### src/rtl/spi_frame_loader_if.sv
// spi_frame_loader_if
//   Bundles the SPI slave pins and the channel-memory write port of
//   spi_frame_loader.
//   master : host/top-level side; drives the SPI pins, observes the write port
//   slave  : loader side; samples the SPI pins, drives the write port
//   Signals: spi_sck, spi_cs_n, spi_mosi (async SPI mode 0, MSB first),
//            mem_we, mem_waddr, mem_wdata (one-clk write strobe + address/data),
//            frame_done, overrun (one-clk status pulses)
interface spi_frame_loader_if #(
    parameter int ADDR_WIDTH = 13
);
    logic                  spi_sck;
    logic                  spi_cs_n;
    logic                  spi_mosi;
    logic                  mem_we;
    logic [ADDR_WIDTH-1:0] mem_waddr;
    logic [7:0]            mem_wdata;
    logic                  frame_done;
    logic                  overrun;

    modport master (
        output spi_sck, spi_cs_n, spi_mosi,
        input  mem_we, mem_waddr, mem_wdata, frame_done, overrun
    );

    modport slave (
        input  spi_sck, spi_cs_n, spi_mosi,
        output mem_we, mem_waddr, mem_wdata, frame_done, overrun
    );
endinterface

### src/rtl/spi_frame_loader.sv
// spi_frame_loader
//   SPI mode-0 slave that writes LED channel bytes into the strip driver's
//   frame memory. A transaction is two address header bytes (high, low)
//   followed by data bytes written at auto-incrementing addresses.
//   Ports:
//     clk     system clock
//     rst     synchronous, active-high reset
//     bus_if  SPI pins in, memory write port and status pulses out
//
//   state     | meaning
//   ----------+----------------------------------------------------------
//   S_IDLE    | cs inactive, waiting for a cs falling edge
//   S_ADDR_HI | receiving header byte 0 (address[15:8])
//   S_ADDR_LO | receiving header byte 1 (address[7:0])
//   S_DATA    | receiving data bytes, writing while address < MAX_CHANNELS
//   S_DRAIN   | cs was already low out of reset; ignore sck until cs rises
module spi_frame_loader #(
    parameter int ADDR_WIDTH   = 13,
    parameter int MAX_CHANNELS = 9
) (
    input logic               clk,
    input logic               rst,
    spi_frame_loader_if.slave bus_if
);
    typedef enum logic [2:0] {
        S_IDLE,
        S_ADDR_HI,
        S_ADDR_LO,
        S_DATA,
        S_DRAIN
    } state_t;

    state_t state_q, state_d;

    // Synchronisers are deliberately not reset so the cs level is already
    // known when rst releases; that is what lets a mid-frame reset drain.
    logic sck_meta_q, sck_s_q, sck_d_q;
    logic cs_n_meta_q, cs_n_s_q, cs_n_d_q;
    logic mosi_meta_q, mosi_s_q;

    always_ff @(posedge clk) begin
        sck_meta_q  <= bus_if.spi_sck;
        sck_s_q     <= sck_meta_q;
        sck_d_q     <= sck_s_q;
        cs_n_meta_q <= bus_if.spi_cs_n;
        cs_n_s_q    <= cs_n_meta_q;
        cs_n_d_q    <= cs_n_s_q;
        mosi_meta_q <= bus_if.spi_mosi;
        mosi_s_q    <= mosi_meta_q;
    end

    logic sck_rise, cs_active, cs_fall, receiving, bit_tick, byte_done;
    logic [7:0] byte_val;

    // Seven bits are held; the eighth comes straight from mosi on the
    // completing edge so the byte is usable in that same cycle.
    logic [6:0]            shift_q;
    logic [2:0]            bit_cnt_q;
    logic [7:0]            addr_hi_q;
    logic [ADDR_WIDTH-1:0] addr_q;
    logic                  wrote_q;
    logic                  mem_we_q, frame_done_q, overrun_q;
    logic [ADDR_WIDTH-1:0] mem_waddr_q;
    logic [7:0]            mem_wdata_q;

    logic clr_cnt, latch_hi, load_addr, adv_addr, do_write, do_overrun;
    logic wrote_clr, frame_done_d;

    assign sck_rise  = sck_s_q & ~sck_d_q;
    assign cs_active = ~cs_n_s_q;
    assign cs_fall   = ~cs_n_s_q & cs_n_d_q;
    assign receiving = (state_q == S_ADDR_HI) || (state_q == S_ADDR_LO) ||
                       (state_q == S_DATA);
    // Requiring cs_active here is what makes a simultaneous cs rise win
    // over a byte-completing sck edge.
    assign bit_tick  = sck_rise & cs_active & receiving;
    assign byte_done = bit_tick & (bit_cnt_q == 3'd7);
    assign byte_val  = {shift_q, mosi_s_q};

    always_ff @(posedge clk) begin
        if (rst) state_q <= S_IDLE;
        else     state_q <= state_d;
    end

    always_comb begin
        state_d      = state_q;
        clr_cnt      = 1'b0;
        latch_hi     = 1'b0;
        load_addr    = 1'b0;
        adv_addr     = 1'b0;
        do_write     = 1'b0;
        do_overrun   = 1'b0;
        wrote_clr    = 1'b0;
        frame_done_d = 1'b0;
        unique case (state_q)
            S_IDLE: begin
                clr_cnt = 1'b1;
                if (cs_fall) begin
                    state_d   = S_ADDR_HI;
                    wrote_clr = 1'b1;
                end else if (cs_active) begin
                    // cs low without a seen falling edge: we came out of
                    // reset mid-transaction, so stay out of the byte stream.
                    state_d = S_DRAIN;
                end
            end
            S_ADDR_HI: begin
                if (!cs_active) state_d = S_IDLE;
                else if (byte_done) begin
                    latch_hi = 1'b1;
                    state_d  = S_ADDR_LO;
                end
            end
            S_ADDR_LO: begin
                if (!cs_active) state_d = S_IDLE;
                else if (byte_done) begin
                    load_addr = 1'b1;
                    state_d   = S_DATA;
                end
            end
            S_DATA: begin
                if (!cs_active) begin
                    state_d      = S_IDLE;
                    frame_done_d = wrote_q;
                end else if (byte_done) begin
                    adv_addr = 1'b1;
                    if (addr_q < ADDR_WIDTH'(MAX_CHANNELS)) do_write   = 1'b1;
                    else                                    do_overrun = 1'b1;
                end
            end
            S_DRAIN: begin
                clr_cnt = 1'b1;
                if (!cs_active) state_d = S_IDLE;
            end
            default: state_d = S_IDLE;
        endcase
    end

    always_ff @(posedge clk) begin
        if (rst) begin
            shift_q      <= '0;
            bit_cnt_q    <= '0;
            addr_hi_q    <= '0;
            addr_q       <= '0;
            wrote_q      <= 1'b0;
            mem_we_q     <= 1'b0;
            mem_waddr_q  <= '0;
            mem_wdata_q  <= '0;
            frame_done_q <= 1'b0;
            overrun_q    <= 1'b0;
        end else begin
            mem_we_q     <= do_write;
            frame_done_q <= frame_done_d;
            overrun_q    <= do_overrun;

            if (clr_cnt) begin
                shift_q   <= '0;
                bit_cnt_q <= '0;
            end else if (bit_tick) begin
                shift_q   <= byte_val[6:0];
                bit_cnt_q <= bit_cnt_q + 3'd1;
            end

            if (latch_hi) addr_hi_q <= byte_val;

            if (load_addr)
                addr_q <= ADDR_WIDTH'({addr_hi_q, byte_val});
            else if (adv_addr && (addr_q != '1))
                addr_q <= addr_q + 1'b1;

            if (do_write) begin
                mem_waddr_q <= addr_q;
                mem_wdata_q <= byte_val;
            end

            if (wrote_clr)     wrote_q <= 1'b0;
            else if (do_write) wrote_q <= 1'b1;
        end
    end

    assign bus_if.mem_we     = mem_we_q;
    assign bus_if.mem_waddr  = mem_waddr_q;
    assign bus_if.mem_wdata  = mem_wdata_q;
    assign bus_if.frame_done = frame_done_q;
    assign bus_if.overrun    = overrun_q;
endmodule

### src/flat_wrapper.sv
// flat-port wrapper written by rule: the top's interface ports become plain ports
module spi_frame_loader_flat 
#(
    parameter int ADDR_WIDTH   = 13,
    parameter int MAX_CHANNELS = 9
)
  (clk, rst, bus_if_spi_sck, bus_if_spi_cs_n, bus_if_spi_mosi, bus_if_mem_we, bus_if_mem_waddr, bus_if_mem_wdata, bus_if_frame_done, bus_if_overrun);
  spi_frame_loader_if #(.ADDR_WIDTH(ADDR_WIDTH)) bus_if_i ();
  input logic clk;
  input logic rst;
  input wire logic [$bits(bus_if_i.spi_sck)-1:0] bus_if_spi_sck;
  input wire logic [$bits(bus_if_i.spi_cs_n)-1:0] bus_if_spi_cs_n;
  input wire logic [$bits(bus_if_i.spi_mosi)-1:0] bus_if_spi_mosi;
  output wire logic [$bits(bus_if_i.mem_we)-1:0] bus_if_mem_we;
  output wire logic [$bits(bus_if_i.mem_waddr)-1:0] bus_if_mem_waddr;
  output wire logic [$bits(bus_if_i.mem_wdata)-1:0] bus_if_mem_wdata;
  output wire logic [$bits(bus_if_i.frame_done)-1:0] bus_if_frame_done;
  output wire logic [$bits(bus_if_i.overrun)-1:0] bus_if_overrun;
  assign bus_if_i.spi_sck = bus_if_spi_sck;
  assign bus_if_i.spi_cs_n = bus_if_spi_cs_n;
  assign bus_if_i.spi_mosi = bus_if_spi_mosi;
  assign bus_if_mem_we = bus_if_i.mem_we;
  assign bus_if_mem_waddr = bus_if_i.mem_waddr;
  assign bus_if_mem_wdata = bus_if_i.mem_wdata;
  assign bus_if_frame_done = bus_if_i.frame_done;
  assign bus_if_overrun = bus_if_i.overrun;
  spi_frame_loader #(.ADDR_WIDTH(ADDR_WIDTH), .MAX_CHANNELS(MAX_CHANNELS)) u_core (.clk(clk), .rst(rst), .bus_if(bus_if_i));
endmodule
### config.mk
export PLATFORM = sky130hd
export DESIGN_NAME = spi_frame_loader_flat
export DESIGN_NICKNAME = d
export VERILOG_FILES = /design/src/rtl/spi_frame_loader_if.sv /design/src/rtl/spi_frame_loader.sv /design/src/flat_wrapper.sv
export SDC_FILE = /design/constraint.sdc
export NUM_CORES = 1
export LEC_CHECK = 0
export BUFFER_PORTS_ARGS = -buffer_cell sky130_fd_sc_hd__buf_2
export CORE_UTILIZATION = 62
export DETAILED_ROUTE_END_ITERATION = 12
export HOLD_SLACK_MARGIN = 0.12
export MAX_ROUTING_LAYER = met4
export PLACE_DENSITY = 0.88
export REMOVE_ABC_BUFFERS = 1
export SYNTH_ARGS = -nofsm -noshare
export SYNTH_HDL_FRONTEND = slang
export SYNTH_SLANG_ARGS = --single-unit
### constraint.sdc
create_clock -name clk -period 3.5 [get_ports clk]
set_input_delay 0.7 -clock clk [delete_from_list [all_inputs] [get_ports clk]]
set_output_delay 0.7 -clock clk [all_outputs]
set_load 0.01 [all_outputs]
==> impl_metrics.csv <==
group,metric,value,unit
logic_synthesis,avgSynthCellArea,8.93,sq um
logic_synthesis,ys_top_cells_by_area,"dfxtp_1 (48%), a21oi_1 (4.7%), nand2_1 (4.2%)",
layout,drive_above_1_share,0.149,
routing,via_per_inst,6.51,
cts,cts.root.buffer_cell,"clkbuf_8",
logic_synthesis,yosysTopAreaCellShare,0.478,
cts,cts_buffers,9,
pwr,p_leak,1.12,nW
placement,post-dp-hpwl,3920,microns
setup_path,crit_arrival,2.46,ns
die,die_width,67.7,microns
logic_synthesis,yosysTopAreaCell,"dfxtp_1",
global_routing,grt_pass1_vias,2104,
logic_synthesis,synth_flop_cell,"dfxtp_1",
die,ios,29,
routing,drt_iter0_markers,221,
timing,rsz0062_at_grt,"false",
die,die_h,67.7,microns
cts,worstSkewPairLatency,0.33,ns
routing,routed_wl,6150,microns
logic_synthesis,yosysWarnings,0,
status,status,"finished clean",
setup_path,start_kind,"flop",
placement,gp_congestion,0.861,
die,coreArea,4090,sq um
logic_synthesis,synth-seq-cells,64,
pwr,vdd_ir_drop_max,0.398,mV
routing,wl_per_cell,16.5,microns
timing,period_needed,2.21,ns
placement,placed_area,2800,sq um
timing,slew_violations,0,
cts,hold_buffers,0,
global_routing,grt_usage,0.305,
timing,final.setup.tns,0,ns
routing,drtPass1Iterations,5,
setup_path,reg2reg_slack,1.29,ns
logic_synthesis,async_reset_ff_frac,0,
global_routing,grt_pass1_wl,9950,microns
layout,area_growth,11.6,%
logic_synthesis,yosysSeqAreaShare,0.478,
cts,cts_resized,0,
worst_hold_path,worstHoldStart,"u_core.cs_n_meta_q$_DFF_P_",
setup_path,r2r-end,"u_core.addr_q[3]$_SDFFE_PP0P_",
routing,drc_errors,0,
logic_synthesis,netlist_area,2680,sq um
layout,fin_area,2990,sq um
setup_path,rr_worst_depth,5,
setup_path,worst-endpoint-required,3.75,ns
timing,tightest_slew,0.837,ns
timing,skew,0.00476,ns
cts,htree_levels,3,
cts,postCtsSetupBuffers,0,
timing,fmax,0.452,GHz
routing,vias,2427,
global_routing,antenna_found_initial,0,
placement,numPortBuffers,28,
routing,drt.antenna.violating_nets,0,
cts,clockBufferDepth,2,
timing,fin_crit_sh,0.632,
global_routing,grt_max_degree,49,
worst_hold_path,hold_end,"u_core.cs_n_s_q$_DFF_P_",
timing,finalHoldViolations,0,
logic_synthesis,synth_cells,300,
die,rows,23,
setup_path,cp-startpoint,"u_core.state_q[2]$_SDFFE_PP0P_",
global_routing,grt_overflow_total,0,
logic_synthesis,synth_cell_types,47,
logic_synthesis,synth_edf_count,0,
worst_hold_path,hold_path_class,"flop to flop",
layout,layout.nets,327,
logic_synthesis,yosysMostFrequentCell,"dfxtp_1",
setup_path,worstSetupPathType,"flop to flop",
die,die_area,4590,sq um
placement,dp_cells,358,
job,drv_cap,0,
setup_path,worstPathMaxFanout,27,
worst_hold_path,hold_depth,0,
timing,slew_headroom,0.442,
setup_path,critPathCaptureType,"flop",
setup_path,r2r_start,"u_core.state_q[2]$_SDFFE_PP0P_",
logic_synthesis,synthTopCellsByCount,"dfxtp_1 (64), nand2_1 (30), a21oi_1 (25)",
timing,setup_viol,0,
die,start_util,0.656,
cts,cts_tree,"done",
pwr,power_density,465,nW/um^2
cts,cts_sinks,64,
cts,path_clk_slew,0.06,ns
layout,diodes,0,
layout,finalNonFillerCells,373,
## sequential cells by signal, summed over array words and instances (netlist names)
register	flops
u_core.sck_meta_q	1
u_core.mosi_meta_q	1
u_core.bus_if.mem_waddr	13
u_core.addr_hi_q	5
u_core.cs_n_d_q	1
u_core.cs_n_meta_q	1
u_core.bit_cnt_q	3
u_core.wrote_q	1
u_core.bus_if.frame_done	1
u_core.sck_d_q	1
u_core.sck_s_q	1
u_core.mosi_s_q	1
u_core.state_q	3
u_core.bus_if.mem_wdata	8
u_core.bus_if.mem_we	1
u_core.cs_n_s_q	1
u_core.shift_q	7
u_core.bus_if.overrun	1
u_core.addr_q	13
## worst max-delay path by stage
stage | to | cells past startpoint
floorplan | u_core.addr_q[3]$_SDFFE_PP0P_ | 4
global placement | u_core.bit_cnt_q[0]$_SDFFE_PP0P_ | 4
detailed placement | u_core.bit_cnt_q[0]$_SDFFE_PP0P_ | 4
CTS | u_core.addr_q[3]$_SDFFE_PP0P_ | 5
global route | u_core.addr_q[11]$_SDFFE_PP0P_ | 5
finish | u_core.addr_q[3]$_SDFFE_PP0P_ | 5
## cells by family after synthesis
group,after synthesis,share of synthesized area
buffers and inverters,28,0.0420
XOR/XNOR,1,0.00327
AO/OA/AOI/OAI,75,0.176
AND/OR/NAND/NOR,124,0.268
flip-flops,64,0.478
adder cells (fa/ha/maj),3,0.0140
multiplexers,5,0.0187
## per-stage QoR
stage,hold slack (ns),power [W],setup slack (ns),utilization
global route,0.336,0.00144,1.14,0.732
floorplan,0.310,0.000780,1.26,-
global placement,0.310,0.000798,1.30,0.686
detailed placement,0.312,0.000799,1.23,0.686
finish,0.328,0.00139,1.29,0.732
CTS,0.328,0.00140,1.31,0.732
## power breakdown
part | switching, W | internal [W]
combinational | 0.0000270 | 0.0000112
clock | 0.000264 | 0.000344
sequential | 0.00000973 | 0.000736
## per-layer routing
layer	global-route usage	part of all wire	vias up
li1	-	-	1141
met2	0.465	0.47	119
met5	-	0	-
met1	0.374	0.43	1146
met4	0.178	0.026	0
met3	0.0557	0.065	21
## cells in the final DEF (no fill, tap or decap), types with 2 or more instances in the layout
cell type  Yosys  layout
a221oi_1       2       2
ha_1           3       3
o211ai_1       3       3
a21oi_1       25      25
mux2i_1        5       5
dfxtp_1       64      64
nand2_1       30      30
o21ai_0       15      15
o21a_1         2       2
or4_1          4       4
o221ai_1       4       4
clkbuf_8       0      10
or3_1          4       4
o311ai_0       2       2
nor2_4         2       2
nor3_1         8       8
a211oi_1       6       6
nand3_1       21      21
nand4_1        6       6
inv_1          7       7
nand4b_1       2       2
clkbuf_1      13       2
nor2b_1        3       3
buf_2          6      28
and3_1         6       6
nor4_1         4       4
and4_1         4       4
nor2_1        13      13
and3b_1        2       2
nor3b_1        9       9
a32oi_1        2       2
a31oi_1        6       6
## area by class of cell
class                      instances  area (sq um)
timing repair buffer              29           148
inverter                           7          26.3
fill                             299          1100
tap                               50          62.6
sequential                        64          1280
clock inverter                     3          42.5
clock buffer                      12           145
multi-input combinational        208          1280
## critical path, stage by stage (launching register included)
cell	delay, ns
dfxtp_1	0.39
nor4b_4	0.29
buf_4	0.26
nand3_2	0.46
or4_1	0.66
o221ai_1	0.07
Power figures use the tool's default switching activity.
